[config.mk]
export PLATFORM = sky130hd
export DESIGN_NAME = triangle_fill_flat
export DESIGN_NICKNAME = d
export VERILOG_FILES = /design/src/rtl/triangle_fill_if.sv /design/src/rtl/triangle_fill.sv /design/src/flat_wrapper.sv
export SDC_FILE = /design/constraint.sdc
export NUM_CORES = 2
export LEC_CHECK = 0
export BUFFER_PORTS_ARGS = -buffer_cell sky130_fd_sc_hd__clkbuf_2
export CORE_AREA = 2 2 293 295
export CTS_CLUSTER_SIZE = 25
export DETAILED_ROUTE_END_ITERATION = 12
export DIE_AREA = 0 0 295 297
export HOLD_SLACK_MARGIN = 0.02
export PLACE_DENSITY = 0.91
export REMOVE_ABC_BUFFERS = 1
export SLEW_MARGIN = 20
export SYNTH_ARGS = -nofsm -noshare
export SYNTH_HDL_FRONTEND = slang
export SYNTH_SLANG_ARGS = --single-unit
[constraint.sdc]
create_clock -name iClk -period 17.8 [get_ports iClk]
set_clock_uncertainty 0.2 [all_clocks]
set_input_delay 4.45 -clock iClk [delete_from_list [all_inputs] [get_ports iClk]]
set_output_delay 4.45 -clock iClk [all_outputs]
set_load 0.02 [all_outputs]
[src/rtl/triangle_fill_if.sv]
// triangle_fill_if: command and write-port bundle between ComCtrl, the triangle
// rasteriser and FrameCtrl port 1.
//
// Handshake: iGo is a one-cycle request. It is accepted only while the
// rasteriser is idle, which is shown by oDone=1. oWrEn is a valid-only strobe
// and has no ready. The consumer must take one oAdr write on every cycle that
// oWrEn=1.
// dbgState mirrors the rasteriser FSM: 0 IDLE, 1 SETUP, 2 INIT, 3 SCAN.
interface triangle_fill_if;
    logic        iGo;
    logic [7:0]  iX0;
    logic [7:0]  iY0;
    logic [7:0]  iX1;
    logic [7:0]  iY1;
    logic [7:0]  iX2;
    logic [7:0]  iY2;
    logic        oDone;
    logic [15:0] oAdr;
    logic        oWrEn;
    logic [15:0] oPixCnt;
    logic [1:0]  dbgState;

    modport master (
        output iGo, iX0, iY0, iX1, iY1, iX2, iY2,
        input  oDone, oAdr, oWrEn, oPixCnt, dbgState
    );

    modport slave (
        input  iGo, iX0, iY0, iX1, iY1, iX2, iY2,
        output oDone, oAdr, oWrEn, oPixCnt, dbgState
    );
endinterface

[src/rtl/triangle_fill.sv]
// triangle_fill: filled-triangle rasteriser.
// The module walks the clipped vertex bounding box one pixel per clock and
// tests three edge functions at each pixel. For every covered pixel it emits
// the frame address y*WIDTH+x.
// Optional feature: define TRIANGLE_FILL_STATS_EN to build the oPixCnt
// written-pixel counter. Without it, oPixCnt is tied to 0.
// Vertex coordinates are 8 bits wide, so WIDTH and HEIGHT must each be <= 256.
module triangle_fill #(
    parameter int WIDTH  = 240,
    parameter int HEIGHT = 160
) (
    input  logic            iClk,
    input  logic            iRst_,
    triangle_fill_if.slave  bus
);

    typedef enum logic [1:0] {
        IDLE  = 2'd0,
        SETUP = 2'd1,
        INIT  = 2'd2,
        SCAN  = 2'd3
    } stateT;

    localparam logic [7:0]  XLIM    = 8'(WIDTH - 1);
    localparam logic [7:0]  YLIM    = 8'(HEIGHT - 1);
    localparam logic [15:0] STRIDE  = 16'(WIDTH);

    stateT state;
    stateT stateNext;

    // Latched vertices
    logic [7:0] vx0, vy0, vx1, vy1, vx2, vy2;

    // Clipped bounding box and scan position
    logic [7:0] xMin, xMax, yMin, yMax;
    logic [7:0] curX, curY;

    // Edge deltas. After INIT they hold the winding-normalised step values.
    logic signed [8:0] dX01, dY01, dX12, dY12, dX20, dY20;

    // Edge function values at the current pixel and at the current row start
    logic signed [19:0] e01, e12, e20;
    logic signed [19:0] rowE01, rowE12, rowE20;

    // Output registers
    logic        doneReg;
    logic        wrEnReg;
    logic [15:0] adrReg;

    // Combinational helpers
    logic [7:0]         xMinRaw, xMaxRaw, yMinRaw, yMaxRaw, xMaxClip, yMaxClip;
    logic               degenerate;
    logic signed [19:0] init01, init12, init20, area;
    logic               areaNeg;
    logic               covered;
    logic               lastPix;
    logic               rowEnd;
    logic [15:0]        pixAdr;
    logic signed [19:0] nextRow01, nextRow12, nextRow20;

    function automatic logic [7:0] min3(input logic [7:0] a, input logic [7:0] b,
                                        input logic [7:0] c);
        logic [7:0] m;
        m = (a < b) ? a : b;
        return (c < m) ? c : m;
    endfunction

    function automatic logic [7:0] max3(input logic [7:0] a, input logic [7:0] b,
                                        input logic [7:0] c);
        logic [7:0] m;
        m = (a > b) ? a : b;
        return (c > m) ? c : m;
    endfunction

    function automatic logic signed [19:0] ext9(input logic signed [8:0] v);
        return {{11{v[8]}}, v};
    endfunction

    // (px-ax)*dy - (py-ay)*dx. With 8-bit coordinates the magnitude stays below 2^18.
    function automatic logic signed [19:0] edgeFn(
        input logic [7:0] px, input logic [7:0] py,
        input logic [7:0] ax, input logic [7:0] ay,
        input logic signed [8:0] dx, input logic signed [8:0] dy);
        logic signed [19:0] relX;
        logic signed [19:0] relY;
        relX = $signed({12'd0, px}) - $signed({12'd0, ax});
        relY = $signed({12'd0, py}) - $signed({12'd0, ay});
        return relX * ext9(dy) - relY * ext9(dx);
    endfunction

    // Bounding box, clipping, edge setup and coverage terms
    always_comb begin
        xMinRaw    = min3(vx0, vx1, vx2);
        xMaxRaw    = max3(vx0, vx1, vx2);
        yMinRaw    = min3(vy0, vy1, vy2);
        yMaxRaw    = max3(vy0, vy1, vy2);
        xMaxClip   = (xMaxRaw > XLIM) ? XLIM : xMaxRaw;
        yMaxClip   = (yMaxRaw > YLIM) ? YLIM : yMaxRaw;
        degenerate = (xMinRaw > xMaxClip) || (yMinRaw > yMaxClip);

        init01  = edgeFn(xMin, yMin, vx0, vy0, dX01, dY01);
        init12  = edgeFn(xMin, yMin, vx1, vy1, dX12, dY12);
        init20  = edgeFn(xMin, yMin, vx2, vy2, dX20, dY20);
        area    = edgeFn(vx2, vy2, vx0, vy0, dX01, dY01);
        areaNeg = area[19];

        covered   = !e01[19] && !e12[19] && !e20[19];
        rowEnd    = (curX == xMax);
        lastPix   = rowEnd && (curY == yMax);
        pixAdr    = {8'd0, curY} * STRIDE + {8'd0, curX};
        nextRow01 = rowE01 - ext9(dX01);
        nextRow12 = rowE12 - ext9(dX12);
        nextRow20 = rowE20 - ext9(dX20);
    end

    // FSM state register
    always_ff @(posedge iClk or negedge iRst_) begin
        if (!iRst_) begin
            state <= IDLE;
        end else begin
            state <= stateNext;
        end
    end

    // FSM next-state logic
    always_comb begin
        stateNext = state;
        case (state)
            IDLE:    if (bus.iGo) stateNext = SETUP;
            SETUP:   stateNext = degenerate ? IDLE : INIT;
            INIT:    stateNext = (area == 20'sd0) ? IDLE : SCAN;
            SCAN:    if (lastPix) stateNext = IDLE;
            default: stateNext = IDLE;
        endcase
    end

    // Datapath: vertex latch, setup, winding normalisation, scan stepping and output registers
    always_ff @(posedge iClk or negedge iRst_) begin
        if (!iRst_) begin
            vx0 <= '0; vy0 <= '0; vx1 <= '0; vy1 <= '0; vx2 <= '0; vy2 <= '0;
            xMin <= '0; xMax <= '0; yMin <= '0; yMax <= '0;
            curX <= '0; curY <= '0;
            dX01 <= '0; dY01 <= '0; dX12 <= '0; dY12 <= '0; dX20 <= '0; dY20 <= '0;
            e01 <= '0; e12 <= '0; e20 <= '0;
            rowE01 <= '0; rowE12 <= '0; rowE20 <= '0;
            doneReg <= 1'b1;
            wrEnReg <= 1'b0;
            adrReg  <= '0;
        end else begin
            wrEnReg <= 1'b0;
            case (state)
                IDLE: begin
                    if (bus.iGo) begin
                        vx0 <= bus.iX0; vy0 <= bus.iY0;
                        vx1 <= bus.iX1; vy1 <= bus.iY1;
                        vx2 <= bus.iX2; vy2 <= bus.iY2;
                        doneReg <= 1'b0;
                    end else begin
                        // The last write strobe has gone out by now, so report finished.
                        doneReg <= 1'b1;
                    end
                end
                SETUP: begin
                    xMin <= xMinRaw;
                    xMax <= xMaxClip;
                    yMin <= yMinRaw;
                    yMax <= yMaxClip;
                    dX01 <= $signed({1'b0, vx1}) - $signed({1'b0, vx0});
                    dY01 <= $signed({1'b0, vy1}) - $signed({1'b0, vy0});
                    dX12 <= $signed({1'b0, vx2}) - $signed({1'b0, vx1});
                    dY12 <= $signed({1'b0, vy2}) - $signed({1'b0, vy1});
                    dX20 <= $signed({1'b0, vx0}) - $signed({1'b0, vx2});
                    dY20 <= $signed({1'b0, vy0}) - $signed({1'b0, vy2});
                end
                INIT: begin
                    // Flip clockwise triangles so that "inside" always means E >= 0.
                    e01    <= areaNeg ? -init01 : init01;
                    e12    <= areaNeg ? -init12 : init12;
                    e20    <= areaNeg ? -init20 : init20;
                    rowE01 <= areaNeg ? -init01 : init01;
                    rowE12 <= areaNeg ? -init12 : init12;
                    rowE20 <= areaNeg ? -init20 : init20;
                    if (areaNeg) begin
                        dX01 <= -dX01; dY01 <= -dY01;
                        dX12 <= -dX12; dY12 <= -dY12;
                        dX20 <= -dX20; dY20 <= -dY20;
                    end
                    curX <= xMin;
                    curY <= yMin;
                end
                SCAN: begin
                    wrEnReg <= covered;
                    if (covered) begin
                        adrReg <= pixAdr;
                    end
                    if (!lastPix) begin
                        if (rowEnd) begin
                            curX   <= xMin;
                            curY   <= curY + 8'd1;
                            rowE01 <= nextRow01;
                            rowE12 <= nextRow12;
                            rowE20 <= nextRow20;
                            e01    <= nextRow01;
                            e12    <= nextRow12;
                            e20    <= nextRow20;
                        end else begin
                            curX <= curX + 8'd1;
                            e01  <= e01 + ext9(dY01);
                            e12  <= e12 + ext9(dY12);
                            e20  <= e20 + ext9(dY20);
                        end
                    end
                end
                default: ;
            endcase
        end
    end

`ifdef TRIANGLE_FILL_STATS_EN
    logic [15:0] pixCnt;

    // Written-pixel counter: cleared on each accepted start, bumped per write strobe
    always_ff @(posedge iClk or negedge iRst_) begin
        if (!iRst_) begin
            pixCnt <= '0;
        end else if (state == IDLE && bus.iGo) begin
            pixCnt <= '0;
        end else if (wrEnReg) begin
            pixCnt <= pixCnt + 16'd1;
        end
    end

    assign bus.oPixCnt = pixCnt;
`else
    assign bus.oPixCnt = '0;
`endif

    assign bus.oDone    = doneReg;
    assign bus.oWrEn    = wrEnReg;
    assign bus.oAdr     = adrReg;
    assign bus.dbgState = state;

endmodule
[src/flat_wrapper.sv]
// flat-port wrapper written by rule: the top's interface ports become plain ports
module triangle_fill_flat 
#(
    parameter int WIDTH  = 240,
    parameter int HEIGHT = 160
)
  (iClk, iRst_, bus_iGo, bus_iX0, bus_iY0, bus_iX1, bus_iY1, bus_iX2, bus_iY2, bus_oDone, bus_oAdr, bus_oWrEn, bus_oPixCnt, bus_dbgState);
  triangle_fill_if bus_i ();
  input  logic iClk;
  input  logic iRst_;
  input wire logic [$bits(bus_i.iGo)-1:0] bus_iGo;
  input wire logic [$bits(bus_i.iX0)-1:0] bus_iX0;
  input wire logic [$bits(bus_i.iY0)-1:0] bus_iY0;
  input wire logic [$bits(bus_i.iX1)-1:0] bus_iX1;
  input wire logic [$bits(bus_i.iY1)-1:0] bus_iY1;
  input wire logic [$bits(bus_i.iX2)-1:0] bus_iX2;
  input wire logic [$bits(bus_i.iY2)-1:0] bus_iY2;
  output wire logic [$bits(bus_i.oDone)-1:0] bus_oDone;
  output wire logic [$bits(bus_i.oAdr)-1:0] bus_oAdr;
  output wire logic [$bits(bus_i.oWrEn)-1:0] bus_oWrEn;
  output wire logic [$bits(bus_i.oPixCnt)-1:0] bus_oPixCnt;
  output wire logic [$bits(bus_i.dbgState)-1:0] bus_dbgState;
  assign bus_i.iGo = bus_iGo;
  assign bus_i.iX0 = bus_iX0;
  assign bus_i.iY0 = bus_iY0;
  assign bus_i.iX1 = bus_iX1;
  assign bus_i.iY1 = bus_iY1;
  assign bus_i.iX2 = bus_iX2;
  assign bus_i.iY2 = bus_iY2;
  assign bus_oDone = bus_i.oDone;
  assign bus_oAdr = bus_i.oAdr;
  assign bus_oWrEn = bus_i.oWrEn;
  assign bus_oPixCnt = bus_i.oPixCnt;
  assign bus_dbgState = bus_i.dbgState;
  triangle_fill #(.WIDTH(WIDTH), .HEIGHT(HEIGHT)) u_core (.iClk(iClk), .iRst_(iRst_), .bus(bus_i));
endmodule
==> flow_summary.json <==
{
  "outcome": "finished clean",
  "drtIter0Drc": 5138,
  "fin_setup_tns_ns": 0,
  "fmax_mhz": 84.8,
  "cp_num_buf_inv": 5,
  "path_delay_family": "compound AO/OA/AOI/OAI gates",
  "worstPathMaxFanout": 45,
  "slew_headroom": 0.196,
  "ys_ff_latch": 290,
  "synth-edff-count": 0,
  "synth_compound_area_frac": 0.164,
  "hp-class": "register to register",
  "synth.area.top_cells": "fa_1 22%, ha_1 16%, dfrtp_1 13%, inv_1 5.6%, nand2_1 5.0%",
  "grt_max_degree": 101,
  "multiInputGateArea_um2": 42600,
  "drc_errors": 0,
  "slew_viol_final": 0,
  "syn_area_per_cell_um2": 8.41,
  "clk_path_buf_depth": 3,
  "fin_crit_ns": 11.80,
  "cts_made_buffers": 36,
  "seqCellArea_um2": 7260,
  "setup_viol_count_final": 0,
  "grt_usage": 0.353,
  "cp-startpoint": "u_core.vx2[0]$_DFFE_PN0P_",
  "die_x_um": 295,
  "grt-ovfl-total": 0,
  "syn_inst": 6387,
  "row_count": 107,
  "synth_top_cell_by_area": "fa_1",
  "rrSetupSlack_ns": 6.00,
  "ctsResizeCount": 0,
  "clock_sinks": 290,
  "crit_path_start_kind": "register",
  "syn_area_um2": 53700,
  "synth_top_family_by_area": "adder cells",
  "maxCapViolCount": 0,
  "worst_path_largest_cell_delay_ns": 0.75,
  "synthSimpleGateAreaFrac": 0.161,
  "hold_slack_ns": 0.281,
  "synth_fa_ha_area_frac": 0.382,
  "hold_viol": 0,
  "first_pass_iters": 6,
  "initial_core_util": 0.636,
  "layout-drive-gt1-share": 0.0399,
  "die_area_um2": 87600,
  "synthXorXnorAreaFrac": 0.0709,
  "clk_latency_ns": 0.59,
  "fillers": 6394,
  "core_area_um2": 84500,
  "drt-total-wl_um": 155000,
  "nNetsFinal": 7650,
  "synthDistinctLibCells": 88,
  "worstSetupEndpointType": "register",
  "muxShareOfSynthArea": 0.0128,
  "cts_tree": "yes",
  "clkTransAtPathRegs_ns": 0.07,
  "seq_area_frac_synth": 0.135,
  "cp_data_arrival_time_ns": 12.01,
  "final_common_cell": "inv_1",
  "clock-root-buffer": "clkbuf_16",
  "first_global_vias": 47500,
  "antenna_found_initial": 12,
  "postRouteAntennaNets": 0,
  "hpwl_um": 122000,
  "period_share": 0.663,
  "via_count": 47200,
  "critPathRequiredTime_ns": 18.01,
  "hold_buffers": 0,
  "grt_pass1_wl_um": 248000,
  "io_pins": 87,
  "die_y_um": 297,
  "synthArstFlopShare": 1.00,
  "tightest_slew_ns": 1.20,
  "crit_type": "register to register",
  "grt_setup_unrepaired": "no",
  "wl_per_cell_um": 20.6,
  "post_cts_buffers": 0,
  "placed_cells_incl_taps": 7425,
  "fin_cells": 7495,
  "hold_path_startpoint": "u_core.bus.oAdr[5]$_DFFE_PN0P_",
  "reg2reg_from": "u_core.vx2[0]$_DFFE_PN0P_",
  "h-tree-depth": 2,
  "gp_congestion": 1.00,
  "routed_via_density": 6.30,
  "slowest_stage": "a21oi_1",
  "port_buffers": 70,
  "synthDominantCellAreaShare": 0.223,
  "layout_common_cells": "801 x inv_1, 705 x nand2_1, 682 x ha_1, 598 x fa_1, 413 x a21oi_1",
  "syn_to_final_growth_pct": 4.81,
  "ys.flop_type": "dfrtp_1",
  "yosys_warnings": 0
}
[Yosys cell counts (15+ instances only)]
master	number
o31ai_1	57
a21oi_1	414
nand2b_1	87
mux2i_1	46
o21bai_1	66
a22oi_1	19
nand4_1	22
o31a_1	15
o21a_1	56
nor3_1	92
fa_1	598
buf_1	17
xor2_1	159
o211ai_1	29
and3_1	32
a21o_1	136
ha_1	682
clkbuf_1	207
xnor2_1	273
o21ai_0	400
dfrtp_1	289
nand3_1	64
a211oi_1	50
nor2b_1	90
nor2_1	399
inv_1	801
nand2_1	709
o22ai_1	25
mux2_2	20
or3_1	28
a21boi_0	15
nor4_1	23
buf_4	17
and2_1	236
a31oi_1	35
[layout make-up]
cell class | instances | area share
clock buffer | 49 | 0.0189
clock inverter | 14 | 0.00271
multi-input combinational | 5063 | 0.757
timing repair buffer | 123 | 0.0135
sequential | 290 | 0.129
tap | 1144 | 0.0254
antenna | 7 | 0.000311
inverter | 805 | 0.0537
[per-stage QoR]
step / area, µm² / utilization / setup slack, ns
floorplan: 52800 / - / 5.32
detailed placement: 55000 / 0.652 / 6.37
global route: 56300 / 0.666 / 5.14
global placement: 55000 / 0.652 / 6.79
CTS: 56300 / 0.666 / 6.33
finish: 56300 / 0.666 / 6.00
[worst min-delay path, cell delays in order, from the launching register on]
cell	delay [ns]
dfrtp_1	0.35
nand2_1	0.05
nand2_1	0.05
[state kept, by name, summed over array words and instances, names as in the netlist, 9 cells and up]
name	cells
u_core.dY20	9
u_core.e12	20
u_core.e20	20
u_core.e01	20
u_core.bus.oAdr	16
u_core.dX20	9
u_core.rowE20	20
u_core.dX01	9
u_core.rowE01	20
u_core.dY01	9
u_core.rowE12	20
u_core.dY12	9
u_core.dX12	9
[path summary, 6_finish.rpt]
path | endpoint | cells after the start
setup / recovery | u_core.dY20[5]$_DFFE_PN0P_ | 40
hold / removal | u_core.bus.oAdr[5]$_DFFE_PN0P_ | 2
setup reg to reg | u_core.dY20[5]$_DFFE_PN0P_ | 40
hold reg to reg | u_core.bus.oAdr[5]$_DFFE_PN0P_ | 2
max in group asynchronous | u_core.e20[14]$_DFFE_PN0P_ | 3
min in group asynchronous | u_core.vy1[7]$_DFFE_PN0P_ | 1
[layer usage]
layer / global-route usage / vias to the layer above / wire length (µm) / part of all wire
li1: - / 21100 / - / -
met1: 0.456 / 22700 / 58200 / 0.38
met3: 0.0871 / 643 / 18300 / 0.12
met5: 0 / - / 103 / 0.00067
met4: 0.181 / 16 / 9370 / 0.061
met2: 0.551 / 2742 / 68600 / 0.44
[logic make-up after synthesis]
kind of cell / count (synthesis)
simple gates: 1839
compound gates: 1429
fa+ha+maj: 1280
buf+inv: 1049
xor+xnor: 433
flops: 290
mux: 66
other cells: 1
Power is left out: the tool's default activity adds up to more than one toggle a clock period on the data nets, which glitch-free logic cannot reach.
